==> src/rtl/instr_fetch_queue.sv <==
`default_nettype none
// ============================================================================
//  Module      : instr_fetch_queue
//  Description : Fetch stage. Holds the fetch PC, addresses a zero-latency
//                instruction ROM and queues {pc, word} pairs in a small FIFO
//                that feeds decode over a valid/ready handshake. A redirect
//                flushes the queue and reloads the PC.
//  Revision    : 1.0 - initial release
// ============================================================================
module instr_fetch_queue #(
    parameter int          DEPTH    = 4,
    parameter logic [31:0] RESET_PC = 32'h0000_0000
) (
    input  logic        clk,
    input  logic        reset,
    output logic [31:0] imem_addr,
    input  logic [31:0] imem_data,
    input  logic        fetch_en,
    input  logic        redirect_valid,
    input  logic [31:0] redirect_pc,
    output logic        inst_valid,
    input  logic        inst_ready,
    output logic [31:0] inst_data,
    output logic [31:0] inst_pc
);

    localparam int          AW        = $clog2(DEPTH);
    localparam logic [AW:0] DEPTH_CNT = (AW+1)'(DEPTH);

    logic [31:0]   fetch_pc_q, fetch_pc_d;
    logic [AW-1:0] rd_ptr_q, rd_ptr_d;
    logic [AW-1:0] wr_ptr_q, wr_ptr_d;
    logic [AW:0]   count_q, count_d;

    logic [31:0]   pc_mem_q   [DEPTH];
    logic [31:0]   data_mem_q [DEPTH];

    logic          push;
    logic          pop;

    // The two low bits of a redirect target carry no information.
    logic          redirect_unused_bits;
    assign redirect_unused_bits = ^redirect_pc[1:0];

    // Handshake qualifiers; outputs depend only on registered state.
    assign inst_valid = (count_q != '0);
    assign pop        = inst_valid & inst_ready;
    assign push       = fetch_en & ~redirect_valid & ((count_q < DEPTH_CNT) | pop);

    assign imem_addr  = fetch_pc_q;
    assign inst_data  = inst_valid ? data_mem_q[rd_ptr_q] : 32'h0;
    assign inst_pc    = inst_valid ? pc_mem_q[rd_ptr_q]   : 32'h0;

    // Next-state for PC, pointers and occupancy; redirect flushes everything.
    always_comb begin
        fetch_pc_d = fetch_pc_q;
        rd_ptr_d   = rd_ptr_q;
        wr_ptr_d   = wr_ptr_q;
        count_d    = count_q;
        if (redirect_valid) begin
            fetch_pc_d = {redirect_pc[31:2], 2'b00};
            rd_ptr_d   = '0;
            wr_ptr_d   = '0;
            count_d    = '0;
        end else begin
            if (push) begin
                wr_ptr_d   = wr_ptr_q + 1'b1;
                fetch_pc_d = fetch_pc_q + 32'd4;
            end
            if (pop) begin
                rd_ptr_d = rd_ptr_q + 1'b1;
            end
            count_d = count_q + {{AW{1'b0}}, push} - {{AW{1'b0}}, pop};
        end
    end

    // Control state register with synchronous active-low reset.
    always_ff @(posedge clk) begin
        if (!reset) begin
            fetch_pc_q <= RESET_PC;
            rd_ptr_q   <= '0;
            wr_ptr_q   <= '0;
            count_q    <= '0;
        end else begin
            fetch_pc_q <= fetch_pc_d;
            rd_ptr_q   <= rd_ptr_d;
            wr_ptr_q   <= wr_ptr_d;
            count_q    <= count_d;
        end
    end

    // Queue storage; contents are only meaningful below the occupancy count.
    always_ff @(posedge clk) begin
        if (push) begin
            pc_mem_q[wr_ptr_q]   <= fetch_pc_q;
            data_mem_q[wr_ptr_q] <= imem_data;
        end
    end

endmodule
`default_nettype wire

==> config.mk <==
export PLATFORM = sky130hd
export DESIGN_NAME = instr_fetch_queue
export DESIGN_NICKNAME = d
export VERILOG_FILES = /design/src/rtl/instr_fetch_queue.sv
export SDC_FILE = /design/constraint.sdc
export NUM_CORES = 1
export LEC_CHECK = 0
export CAP_MARGIN = 30
export CORE_ASPECT_RATIO = 0.5
export CORE_UTILIZATION = 45
export CTS_BUF_LIST = sky130_fd_sc_hd__clkbuf_16
export CTS_CLUSTER_SIZE = 8
export DETAILED_ROUTE_END_ITERATION = 7
export PLACE_DENSITY = 0.68
export RECOVER_POWER = 25
export SETUP_SLACK_MARGIN = 0.15
export SLEW_MARGIN = 20
export SYNTH_ARGS = -nofsm -noshare
export SYNTH_HDL_FRONTEND = slang
export SYNTH_SLANG_ARGS = --single-unit
==> constraint.sdc <==
create_clock -name clk -period 4.1 [get_ports clk]
set_clock_uncertainty 0.2 [all_clocks]
set_input_delay 0.82 -clock clk [delete_from_list [all_inputs] [get_ports clk]]
set_output_delay 0.82 -clock clk [all_outputs]
set_load 0.01 [all_outputs]
==> out/metrics.cfg <==
[die]
dieArea_mm2=0.02676
die_x_um=230.3
core_mm2=0.02539
die_h_um=116.2
start_util=0.4619
pin_count=166
rows=41

[placed_design]
placed_cells=1163
pre_cts_slack_ns=0.5294
io_buffers=159
gp_congestion=0.8291
dpl.hpwl_um=15510

[timing]
holdWs_ns=0.3000
setup_tns_ns=0
final_hold_viol_count=0
finalCritPeriodShare=0.8853
fin_ws_ns=0.4701
tightest_slew_ns=0.7984
maxSlewHeadroom=0.4661
rsz0062_at_grt=no
finalMaxSlewViolations=0
min_period_ns=3.630
fmax_mhz=275.5
setup_viol=0

[worst_setup_path]
worst_ep_required_time_ns=3.08
start_kind=register
path_cells=or3_2 -> buf_12 -> and2_1 -> clkdlybuf4s50_1
cp_max_fo=38
slowest_stage=or3_2
slowest_delay_ns=0.79
r2r-end=count_q[2]$_SDFF_PP0_
rrSetupSlack_ns=1.13
arrival_ns=2.61
path_class=reg -> out
r2r_cells=9
r2r_start=count_q[0]$_SDFF_PP0_
endpoint_kind=output pin

[synthesis]
synth.yosys.seq_area_share=0.7014
netlist_area_mm2=0.01173
async_flop_share=0
yosysTopAreaCell=edfxtp_1
synth_cells=684
synth-seq-cells=287
ys.warnings.count=0
synth_area_per_cell_um2=17.15
synthTopCellsByArea=edfxtp_1 (63%), mux4_2 (12%), dfxtp_1 (6.7%)
synth_edf_count=248
yosys.cell_types.count=48
synth_top_area_frac=0.6349
ys.flop_type=edfxtp_1

[clocking]
clk_path_buf_depth=3
cts-buffers-inserted=41
cts_tree=done
cts_resized=0
clock_latency_ns=0.52
holdBufCountCts=0
htree_levels=2
clock-sinks=287
root_buffer=clkbuf_16
clk_pin_slew_ns=0.05
postCtsSetupRepairBufs=0

[detailed_routing]
wl_per_cell_um=20.50
ant_nets=0
viasPerCell=5.511
wl_um=25190
via_count=6773
drt_iter0_markers=695
drt_first_pass_iters=5
drcViolationCount=0

[power]
power_density_mw_per_mm2=456.2
power_frac_comb=0.080
p_seq_frac=0.487
p_switching_uw=1462
p_leak_uw=0.004964
ir_drop_uv=246.1
swShare=0.2136
p_int_uw=5382
power_frac_clock=0.434

[grt]
grt-busiest-layer=met2
grt_use_met2=0.3221
grt_pass1_wl_um=38930
grt_max_degree=40
grt_pass1_vias=6920
grt_use_met3=0.03809
globalRoute.totalOverflow=0
antenna_found_initial=0
grt_use_met1=0.2534
track_usage=0.1919

[layout]
nets=939
syn2layout_area_growth_pct=27.89
drive_above_1_share=0.1593
layout_common_cells=edfxtp_1 (248), clkdlybuf4s50_1 (149), and2_1 (66)
final_common_cell=edfxtp_1
fin_cells=1229
finalCoreUtilization=0.5908
antennaDiodeCount=0

[job]
maxCapViolCount=0

[hold_path]
holdPathEnd=wr_ptr_q[1]$_SDFFE_PP0P_
min_path_type=reg -> reg
hp-start=wr_ptr_q[1]$_SDFFE_PP0P_
whs_path_depth=2

[outcome]
status=finished clean

[flip-flops by register name, summed over array words and instances, names as in the netlist, named ones only]
name        count
pc_mem_q      120
wr_ptr_q        2
count_q         3
data_mem_q    128
imem_addr      30
rd_ptr_q        2
[critical path, delay by kind of cell, from the launching register on]
| family | cells | cell delay [ns] |
|---|---|---|
| and+or+nand+nor | 2 | 0.94 |
| buffers and inverters | 2 | 0.83 |
| DFF | 1 | 0.30 |
[power groups by stage]
stage	registers [uW]	clock network, uW	logic [uW]
final	3330	2970	546
after global routing	3340	3170	587
after CTS	3330	3030	557
after floorplan	3370	0	244
after global placement	3380	0	547
after detailed placement	3390	0	554
[synth_stat cells (2+ instances only)]
cell	instances
nor4_1	11
o311a_1	2
nor2_1	17
and4_1	4
nor2b_1	5
a211oi_1	7
a21oi_1	4
nor3b_1	4
or3_1	2
mux4_2	62
o21ai_0	19
a211o_1	2
buf_2	14
o211a_1	5
a32oi_1	2
dfxtp_1	39
nand2_1	12
buf_6	2
xnor2_1	8
edfxtp_1	248
a31oi_1	7
buf_4	4
and2_1	70
or4_1	9
ha_1	7
o41a_1	4
and3_1	10
nand2b_1	8
xor2_1	4
o31ai_1	11
inv_1	8
nand4_1	11
clkbuf_1	31
nand3_1	17
[per-stage QoR]
step                power, uW  area (um^2)
finish                   6844        15000
CTS                      6920        15000
detailed placement       3939        13850
global route             7097        15000
floorplan                3615        11740
global placement         3924        13850
[routing by layer]
metal  wire [um]  part of all wire
met5           0                 0
met1       10880              0.43
met4         700             0.028
met2       12530              0.50
met3        1081             0.043
[layout make-up]
| cell class | count | area [um^2] |
|---|---|---|
| multi-input combinational | 341 | 3256 |
| fill | 1898 | 10390 |
| sequential | 287 | 8235 |
| clock inverter | 24 | 102.6 |
| clock buffer | 42 | 1051 |
| timing repair buffer | 183 | 1897 |
| inverter | 8 | 30.03 |
| tap | 344 | 430.4 |
[cell families after synthesis]
| group | after synthesis | synth area share |
|---|---|---|
| muxes | 62 | 0.1190 |
| DFF | 287 | 0.7014 |
| and+or+nand+nor | 186 | 0.09579 |
| xor gates and xnor gates | 12 | 0.008960 |
| buffers and inverters | 59 | 0.02293 |
| AOI/OAI and AO/OA | 69 | 0.04235 |
| other | 1 | 0.0003197 |
| adders and majority gates | 8 | 0.009173 |
[how the worst max path moves through the flow]
stage | start | endpoint | slack (ns)
final | count_q[0]$_SDFF_PP0_ | inst_pc[15] | 0.47
after global routing | count_q[1]$_SDFF_PP0_ | inst_pc[18] | 0.39
after CTS | count_q[1]$_SDFF_PP0_ | inst_pc[18] | 0.44
after detailed placement | fetch_en | count_q[2]$_SDFF_PP0_ | 0.53
after global placement | fetch_en | count_q[2]$_SDFF_PP0_ | 0.56
after floorplan | fetch_en | data_mem_q[0][0]$_DFFE_PP_ | 0.53
No activity file was read; power rests on OpenSTA's default activity.
